[src/rtl/vending_pkg.sv]
// Shared vending definitions: money width, denomination codes/values and
// the change-dispenser state encoding.
package vending_pkg;

    localparam int MONEY_W   = 16;
    localparam int NUM_DENOM = 6;

    typedef logic [MONEY_W-1:0] money_t;
    typedef logic [2:0]         denom_code_t;

    localparam denom_code_t CODE_500 = 3'd0;
    localparam denom_code_t CODE_100 = 3'd1;
    localparam denom_code_t CODE_25  = 3'd2;
    localparam denom_code_t CODE_10  = 3'd3;
    localparam denom_code_t CODE_5   = 3'd4;
    localparam denom_code_t CODE_1   = 3'd5;

    typedef enum logic [1:0] {
        S_IDLE,
        S_SELECT,
        S_ISSUE,
        S_FINISH
    } disp_state_t;

    // Unused codes map to zero, so they never qualify for selection.
    function automatic money_t coin_value(input denom_code_t code);
        case (code)
            CODE_500: coin_value = 16'd500;
            CODE_100: coin_value = 16'd100;
            CODE_25:  coin_value = 16'd25;
            CODE_10:  coin_value = 16'd10;
            CODE_5:   coin_value = 16'd5;
            CODE_1:   coin_value = 16'd1;
            default:  coin_value = 16'd0;
        endcase
    endfunction

endpackage

[src/rtl/change_dispenser_if.sv]
// Bundle of start/coin-handshake/refill/status signals between the vending
// controller, the coin ejector and the change dispenser.
interface change_dispenser_if #(
    parameter int STOCK_W = 8
);
    import vending_pkg::*;

    logic               I_START;
    money_t             I_AMOUNT;
    logic               O_COIN_VALID;
    logic [2:0]         O_COIN_SEL;
    logic               I_COIN_ACK;
    logic               I_REFILL;
    logic [2:0]         I_REFILL_SEL;
    logic [STOCK_W-1:0] I_REFILL_CNT;
    logic [STOCK_W-1:0] O_STOCK;
    logic               O_BUSY;
    logic               O_DONE;
    logic               O_SHORT;
    money_t             O_REMAIN;
    logic [7:0]         O_COIN_COUNT;

    modport slave (
        input  I_START, I_AMOUNT, I_COIN_ACK, I_REFILL, I_REFILL_SEL, I_REFILL_CNT,
        output O_COIN_VALID, O_COIN_SEL, O_STOCK, O_BUSY, O_DONE, O_SHORT,
               O_REMAIN, O_COIN_COUNT
    );

    modport master (
        output I_START, I_AMOUNT, I_COIN_ACK, I_REFILL, I_REFILL_SEL, I_REFILL_CNT,
        input  O_COIN_VALID, O_COIN_SEL, O_STOCK, O_BUSY, O_DONE, O_SHORT,
               O_REMAIN, O_COIN_COUNT
    );

endinterface

[src/rtl/change_coin_picker.sv]
// Greedy priority selector: lowest code (largest coin) that fits the
// remaining amount and still has stock.
module change_coin_picker
    import vending_pkg::*;
(
    input  money_t                 remain,
    input  logic [NUM_DENOM-1:0]   stock_nz,
    output logic                   found,
    output denom_code_t            code
);

    // Scan from the smallest coin up so the lowest qualifying code wins.
    always_comb begin
        found = 1'b0;
        code  = CODE_500;
        for (int i = NUM_DENOM - 1; i >= 0; i--) begin
            if (stock_nz[i] && (coin_value(denom_code_t'(i)) <= remain)
                && (coin_value(denom_code_t'(i)) != 16'd0)) begin
                found = 1'b1;
                code  = denom_code_t'(i);
            end
        end
    end

endmodule

[src/rtl/change_dispenser.sv]
// Dispenses a change amount coin by coin through the ejector handshake,
// tracking per-denomination stock and reporting any unpaid remainder.
module change_dispenser
    import vending_pkg::*;
#(
    parameter int STOCK_W    = 8,
    parameter int INIT_STOCK = 20
) (
    input  logic                CLK,
    input  logic                I_RESET,
    change_dispenser_if.slave   bus
);

    disp_state_t          state;
    logic [STOCK_W-1:0]   stock     [NUM_DENOM];
    logic [STOCK_W-1:0]   stock_nxt [NUM_DENOM];
    logic [STOCK_W:0]     stock_sum;
    logic [NUM_DENOM-1:0] stock_nz;
    logic                 pick_found;
    denom_code_t          pick_code;
    logic                 ack_take;

    change_coin_picker u_picker (
        .remain   (bus.O_REMAIN),
        .stock_nz (stock_nz),
        .found    (pick_found),
        .code     (pick_code)
    );

    assign ack_take   = (state == S_ISSUE) && bus.O_COIN_VALID && bus.I_COIN_ACK;
    assign bus.O_BUSY = (state != S_IDLE);

    // Per-denomination next stock: ack decrement and refill may coincide.
    always_comb begin
        stock_sum = '0;
        for (int i = 0; i < NUM_DENOM; i++) begin
            stock_sum = {1'b0, stock[i]};
            if (bus.I_REFILL && (bus.I_REFILL_SEL == 3'(i)))
                stock_sum = stock_sum + {1'b0, bus.I_REFILL_CNT};
            if (ack_take && (bus.O_COIN_SEL == 3'(i)))
                stock_sum = stock_sum - {{STOCK_W{1'b0}}, 1'b1};
            stock_nxt[i] = stock_sum[STOCK_W] ? {STOCK_W{1'b1}} : stock_sum[STOCK_W-1:0];
            stock_nz[i]  = (stock[i] != '0);
        end
    end

    always_comb begin
        bus.O_STOCK = '0;
        for (int i = 0; i < NUM_DENOM; i++) begin
            if (bus.I_REFILL_SEL == 3'(i))
                bus.O_STOCK = stock[i];
        end
    end

    always_ff @(posedge CLK) begin
        for (int i = 0; i < NUM_DENOM; i++) begin
            if (I_RESET)
                stock[i] <= STOCK_W'(INIT_STOCK);
            else
                stock[i] <= stock_nxt[i];
        end
    end

    // S_FINISH spends two cycles: raise O_DONE, then return to idle so that
    // O_BUSY falls in the cycle after the done pulse.
    always_ff @(posedge CLK) begin
        if (I_RESET) begin
            state            <= S_IDLE;
            bus.O_COIN_VALID <= 1'b0;
            bus.O_COIN_SEL   <= '0;
            bus.O_DONE       <= 1'b0;
            bus.O_SHORT      <= 1'b0;
            bus.O_REMAIN     <= '0;
            bus.O_COIN_COUNT <= '0;
        end else begin
            bus.O_DONE <= 1'b0;
            case (state)
                S_IDLE: begin
                    if (bus.I_START) begin
                        bus.O_REMAIN     <= bus.I_AMOUNT;
                        bus.O_COIN_COUNT <= '0;
                        bus.O_SHORT      <= 1'b0;
                        state            <= S_SELECT;
                    end
                end
                S_SELECT: begin
                    if (pick_found) begin
                        bus.O_COIN_SEL   <= pick_code;
                        bus.O_COIN_VALID <= 1'b1;
                        state            <= S_ISSUE;
                    end else begin
                        state <= S_FINISH;
                    end
                end
                S_ISSUE: begin
                    if (ack_take) begin
                        bus.O_REMAIN     <= bus.O_REMAIN - coin_value(bus.O_COIN_SEL);
                        if (bus.O_COIN_COUNT != 8'hFF)
                            bus.O_COIN_COUNT <= bus.O_COIN_COUNT + 8'd1;
                        bus.O_COIN_VALID <= 1'b0;
                        state            <= S_SELECT;
                    end
                end
                S_FINISH: begin
                    if (!bus.O_DONE) begin
                        bus.O_DONE  <= 1'b1;
                        bus.O_SHORT <= (bus.O_REMAIN != '0);
                    end else begin
                        state <= S_IDLE;
                    end
                end
                default: state <= S_IDLE;
            endcase
        end
    end

endmodule
[src/flat_wrapper.sv]
// flat-port wrapper written by rule: the top's interface ports become plain ports
module change_dispenser_flat import vending_pkg::*;
#(
    parameter int STOCK_W    = 8,
    parameter int INIT_STOCK = 20
)
  (CLK, I_RESET, bus_I_START, bus_I_AMOUNT, bus_I_COIN_ACK, bus_I_REFILL, bus_I_REFILL_SEL, bus_I_REFILL_CNT, bus_O_COIN_VALID, bus_O_COIN_SEL, bus_O_STOCK, bus_O_BUSY, bus_O_DONE, bus_O_SHORT, bus_O_REMAIN, bus_O_COIN_COUNT);
  change_dispenser_if #(.STOCK_W(STOCK_W)) bus_i ();
  input  logic CLK;
  input  logic I_RESET;
  input wire logic [$bits(bus_i.I_START)-1:0] bus_I_START;
  input wire logic [$bits(bus_i.I_AMOUNT)-1:0] bus_I_AMOUNT;
  input wire logic [$bits(bus_i.I_COIN_ACK)-1:0] bus_I_COIN_ACK;
  input wire logic [$bits(bus_i.I_REFILL)-1:0] bus_I_REFILL;
  input wire logic [$bits(bus_i.I_REFILL_SEL)-1:0] bus_I_REFILL_SEL;
  input wire logic [$bits(bus_i.I_REFILL_CNT)-1:0] bus_I_REFILL_CNT;
  output wire logic [$bits(bus_i.O_COIN_VALID)-1:0] bus_O_COIN_VALID;
  output wire logic [$bits(bus_i.O_COIN_SEL)-1:0] bus_O_COIN_SEL;
  output wire logic [$bits(bus_i.O_STOCK)-1:0] bus_O_STOCK;
  output wire logic [$bits(bus_i.O_BUSY)-1:0] bus_O_BUSY;
  output wire logic [$bits(bus_i.O_DONE)-1:0] bus_O_DONE;
  output wire logic [$bits(bus_i.O_SHORT)-1:0] bus_O_SHORT;
  output wire logic [$bits(bus_i.O_REMAIN)-1:0] bus_O_REMAIN;
  output wire logic [$bits(bus_i.O_COIN_COUNT)-1:0] bus_O_COIN_COUNT;
  assign bus_i.I_START = bus_I_START;
  assign bus_i.I_AMOUNT = bus_I_AMOUNT;
  assign bus_i.I_COIN_ACK = bus_I_COIN_ACK;
  assign bus_i.I_REFILL = bus_I_REFILL;
  assign bus_i.I_REFILL_SEL = bus_I_REFILL_SEL;
  assign bus_i.I_REFILL_CNT = bus_I_REFILL_CNT;
  assign bus_O_COIN_VALID = bus_i.O_COIN_VALID;
  assign bus_O_COIN_SEL = bus_i.O_COIN_SEL;
  assign bus_O_STOCK = bus_i.O_STOCK;
  assign bus_O_BUSY = bus_i.O_BUSY;
  assign bus_O_DONE = bus_i.O_DONE;
  assign bus_O_SHORT = bus_i.O_SHORT;
  assign bus_O_REMAIN = bus_i.O_REMAIN;
  assign bus_O_COIN_COUNT = bus_i.O_COIN_COUNT;
  change_dispenser #(.STOCK_W(STOCK_W), .INIT_STOCK(INIT_STOCK)) u_core (.CLK(CLK), .I_RESET(I_RESET), .bus(bus_i));
endmodule
[config.mk]
export PLATFORM = sky130hd
export DESIGN_NAME = change_dispenser_flat
export DESIGN_NICKNAME = d
export VERILOG_FILES = /design/src/rtl/vending_pkg.sv /design/src/rtl/change_dispenser_if.sv /design/src/rtl/change_coin_picker.sv /design/src/rtl/change_dispenser.sv /design/src/flat_wrapper.sv
export SDC_FILE = /design/constraint.sdc
export NUM_CORES = 1
export LEC_CHECK = 0
export CAP_MARGIN = 15
export CORE_MARGIN = 8
export CORE_UTILIZATION = 60
export DETAILED_ROUTE_END_ITERATION = 7
export PLACE_DENSITY = 0.82
export SETUP_SLACK_MARGIN = 0.1
export SYNTH_ARGS = -nofsm -noshare
export SYNTH_HDL_FRONTEND = slang
export SYNTH_SLANG_ARGS = --single-unit
[constraint.sdc]
create_clock -name CLK -period 9.35 [get_ports CLK]
set_input_delay 1.87 -clock CLK [delete_from_list [all_inputs] [get_ports CLK]]
set_output_delay 1.87 -clock CLK [all_outputs]
set_load 0.05 [all_outputs]
# Word-level counts from Yosys, hierarchy flattened
# Memories as Yosys holds them, arrays and structs flattened.
# Cells that the tools add are included.
[classes]
mux = 68
order_cmp = 6
n_bitwise = 7
eq_ne = 20
add_sub_neg = 14
n_reduce_logical = 41
[ops]
columns = ["cell", "n"]
rows = [
  ["8-bit two-way mux", 21],
  ["9-bit two-way mux", 12],
  ["16-bit two-way mux", 5],
  ["8-bit by 8-bit adder with 9-bit output", 6],
  ["9-bit case mux with 6 select lines", 1],
  ["9-bit by 1-bit subtractor with 9-bit output (second input constant)", 6],
  ["8-bit nonzero test", 6],
  ["16-bit case mux with 2 select lines", 1],
  ["1-bit logical AND", 20],
  ["3-bit two-way mux", 6],
  ["1-bit by 16-bit less-or-equal comparator with 1-bit output (first input constant)", 1],
  ["3-bit by 16-bit less-or-equal comparator with 1-bit output (first input constant)", 1],
  ["4-bit by 16-bit less-or-equal comparator with 1-bit output (first input constant)", 1],
  ["5-bit by 16-bit less-or-equal comparator with 1-bit output (first input constant)", 1],
  ["7-bit by 16-bit less-or-equal comparator with 1-bit output (first input constant)", 1],
  ["9-bit by 16-bit less-or-equal comparator with 1-bit output (first input constant)", 1],
  ["8-bit case mux with 2 select lines", 1],
  ["16-bit nonzero test", 1],
  ["16-bit subtractor", 1],
  ["1-bit two-way mux", 15],
  ["3-bit by 2-bit == test with 1-bit output (second input constant)", 4],
  ["3-bit == test (second input constant)", 4],
  ["3-bit AND reduction", 4],
  ["8-bit by 1-bit adder with 8-bit output (second input constant)", 1],
  ["17 further kinds", 35],
]
[word_totals]
output_inout_bits = 39
mem_count = 1
in_bits = 32
wordCells = 164
ff_bits = 32
ram_bits = 48
[memory_table]
columns = ["name", "depth", "word_bits", "rd", "rd_clocked_by_memory_dff", "wr", "line_no", "text"]
rows = [
  ["u_core.stock", 6, 8, 6, 0, 6, "change_dispenser.sv:15", "logic [STOCK_W-1:0] stock [NUM_DENOM];"],
]

# Depth between registers and ports, before layout
# An unclocked memory read counts as a cell.
[logic_depth]
ltp_word = 11
ltp_mapped = 13

# By module
# From an unflattened synthesis, not the netlist that was laid out.
[hier_totals]
cells_unflattened = 961
hier_area_um2 = 7865.0
[by_module_without_submodules]
columns = ["module", "n_inst", "area_per_inst_um2", "cells_per_inst"]
rows = [
  ["change_dispenser", 1, 7632.3, 929],
  ["change_coin_picker", 1, 232.7, 32],
]

# Worst setup path after synthesis
# Ideal clock, no wire load.
[synth_timing]
path_type = "in2out"
startpoint = "input bus_I_REFILL_SEL[0]"
endpoint = "output bus_O_STOCK[6]"
stages = 7
path_buffers = 3
arrival_time_ps = 3675
t_required_ps = 7480
setup_slack_ps = 3805
cell_sequence = "buf_6 > buf_6 > buf_1 > mux2i_1 > nor2_1 > a21oi_1 > o221ai_1"
[synth_via]
elab_chain_cells = 7
elab_cells_between_ends = 12
cone_classes = "eq/ne: 5; mux: 6; reduce/logical: 1"
[synth_rtl]
columns = ["item", "line_no", "text"]
rows = [
  ["from (decl)", "flat_wrapper.sv:15", "input wire logic [$bits(bus_i.I_REFILL_SEL)-1:0] bus_I_REFILL_SEL;"],
  ["3-bit logical NOT", "change_dispenser.sv:50", "if (bus.I_REFILL_SEL == 3'(i))"],
  ["8-bit two-way mux (5 in a row)", "change_dispenser.sv:50", ""],
  ["8-bit two-way mux (*)", "change_dispenser.sv:50", ""],
  ["to (decl)", "flat_wrapper.sv:19", "output wire logic [$bits(bus_i.O_STOCK)-1:0] bus_O_STOCK;"],
]
# Mark *: on every way between the ends. The rest lies on a longest branch, timed or not.

# Worst setup path after layout
[layout_timing]
startpoint = "input bus_I_REFILL_SEL[1]"
endpoint = "output bus_O_STOCK[3]"
# The elaborated chain is that of the path after synthesis.

==> results.yml <==
timing:
  finalSetupTns_ns: 0
  skew_ns: 0.00812
  rsz0062_at_grt: "false"
  clock.fmax_ghz: 0.157
  slew_headroom_pct: 34.6
  slew_viol_final: 0
  fin_crit_sh_pct: 68.3
  finalSetupViolations: 0
  tightest_slew_ns: 0.979
  final.min_clock_period_ns: 6.38
  hold_violations: 0
global_routing:
  grt_pass1_vias: 7421
  grtUsageTotal_pct: 25.0
  grt_max_degree: 76
  grt_pass1_wl_mm: 36.7
  overflow: 0
  grt_antenna_before_repair: 0
finish:
  final_cell_mix: "nor2_1 (99), a21oi_1 (82), dfxtp_1 (80), clkdlybuf4s50_1 (69), ha_1 (64)"
  drive_gt1_share_pct: 7.41
  areaGrowthSynthToFinish_pct: 12.7
  final_util_pct: 69.0
  final_common_cell: "nor2_1"
  antenna_cells: 0
  nNetsFinal: 1151
drt:
  dr_total_vias: 8036
  via_per_inst: 6.54
  final_antenna_net_count: 0
  wire_per_inst_microns: 18.2
  remaining_drc_errors: 0
  drtIter0Drc: 517
  firstDrtPassIters: 5
  wirelength_mm: 22.4
critical_path:
  crit_arrival_ns: 4.51
  r2r-start: "u_core.state[1]"
  path_class: "primary input to output pin"
  crit_required_ns: 7.48
  r2r_cells: 7
  crit_start: "bus_I_REFILL_SEL[1]"
  crit_end: "bus_O_STOCK[3]"
  end_kind: "output pin"
  r2r-end: "u_core.stock[2][5]"
  rrSetupSlack_ns: 5.97
  path_max_fanout: 21
  crit_path_start_kind: "primary input"
clocking:
  path_clk_slew_ns: 0.07
  post_cts_buffers: 0
  numCtsBuffers: 9
  cts_tree: "built"
  hold_buffers: 0
  htree_levels: 3
  root_buffer: "clkbuf_16"
  clkLatencyLatePin_ns: 0.35
  cts.path.max_buffers: 2
  clock-sinks: 80
  cts_resized: 0
power:
  power.total_mw: 1.10
  peakVddDrop_mv: 0.0938
  leakage_nw: 3.48
  p_per_area_nw_per_um2: 121
placed_design:
  gp_congestion: 0.951
  port_buffers: 70
  dp.final_hpwl_mm: 16.6
synth:
  synth_edf_count: 0
  synth.cell_area_sq_um: 8070
  synth_cell_types: 86
  ys_warn_count: 0
  async_flop_share_pct: 0
  syn_inst: 1004
  ys_seq_area_share_pct: 19.8
  syn_avg_cell_area_sq_um: 8.04
  synth_nets: 1107
  synth_ff_type: "dfxtp_1"
  ys_ff_latch: 80
floorplanning:
  coreArea_sq_um: 13200
  row_count: 42
  die_w_microns: 132
  initial_core_util_pct: 61.2
  ios: 71
  die_area_sq_um: 17400
  die_y_microns: 132
job:
  cap_violations: 0
worst_hold_path:
  hold_depth: 2
  hold_path.class: "flip-flop to flip-flop"
status:
  status: "finished, final reports clean"
worst min-delay path by stage:
stage / start / end / slack, ns
floorplan: u_core.state[0] / u_core.state[1] / 0.58
global route: u_core.bus.O_COIN_COUNT[1] / u_core.bus.O_COIN_COUNT[1] / 0.53
CTS: u_core.bus.O_COIN_COUNT[1] / u_core.bus.O_COIN_COUNT[1] / 0.50
finish: u_core.bus.O_COIN_COUNT[1] / u_core.bus.O_COIN_COUNT[1] / 0.50
global placement: u_core.bus.O_DONE / u_core.state[1] / 0.47
detailed placement: u_core.bus.O_COIN_COUNT[1] / u_core.bus.O_COIN_COUNT[1] / 0.49
stage by stage:
stage / hold WS (ns) / std cells / area, sq um / setup WS [ns]
after CTS: 0.502 / 1229 / 9100 / 3.00
after global placement: 0.472 / 1213 / 8810 / 3.08
after floorplan: 0.582 / 1004 / 8070 / 3.81
final: 0.498 / 1229 / 9100 / 2.97
after detailed placement: 0.490 / 1213 / 8810 / 2.98
after global routing: 0.528 / 1229 / 9100 / 2.81
power breakdown:
group	total, mW	leakage (nW)	switching, mW	internal [mW]
Sequential	0.392	0.652	0.0332	0.359
Combinational	0.357	2.69	0.211	0.146
Clock	0.349	0.137	0.164	0.185
worst max-delay path: stages:
cell	delay [ns]
clkdlybuf4s50_1	0.93
nor3b_1	0.61
nand2_1	0.12
o221ai_1	0.11
clkdlybuf4s50_1	0.86
sequential cells by signal (all words and copies together) (netlist names):
signal	cells
u_core.bus.O_COIN_VALID	1
u_core.bus.O_COIN_COUNT	8
u_core.bus.O_SHORT	1
u_core.bus.O_REMAIN	16
u_core.stock	48
u_core.bus.O_DONE	1
u_core.bus.O_COIN_SEL	3
u_core.state	2
logic make-up (layout without fill, tap and decap cells):
group | count (synthesis) | count (layout) | share of synthesized area, %
xor gates and xnor gates | 54 | 54 | 5.95
AOI/OAI and AO/OA | 283 | 283 | 23.7
muxes | 56 | 56 | 7.72
buffers and inverters | 57 | 106 | 3.30
DFF | 80 | 80 | 19.8
and+or+nand+nor | 402 | 402 | 27.7
adders and majority gates | 72 | 72 | 11.8
cell type report:
cell class | instances | area [sq um]
clock buffer | 9 | 225
clock inverter | 7 | 60.1
fill | 1098 | 4090
inverter | 17 | 63.8
multi-input combinational | 867 | 6210
sequential | 80 | 1600
tap | 176 | 220
timing repair buffer | 73 | 718
per-layer routing:
metal | track usage (%) | routed length [microns]
met4 | 10.9 | 716
met2 | 39.4 | 9970
met5 | 0 | 0
met3 | 4.34 | 1710
met1 | 32.7 | 10000
cell usage after synthesis (14+ instances only):
library cell | number | area, sq um
ha_1 | 64 | 801
or2_2 | 16 | 100
nand3_1 | 36 | 180
inv_1 | 17 | 63.8
dfxtp_1 | 80 | 1600
nor4_1 | 21 | 131
o21ai_0 | 43 | 215
mux2i_1 | 42 | 420
a21o_1 | 14 | 105
xor2_1 | 29 | 254
nor2_1 | 99 | 372
nand2_1 | 59 | 221
clkbuf_1 | 23 | 86.3
xnor2_1 | 24 | 210
a211oi_1 | 17 | 128
nor3_1 | 45 | 225
nor3b_1 | 14 | 105
a21oi_1 | 82 | 410
Note: power is estimated with default switching activity, not from simulation.
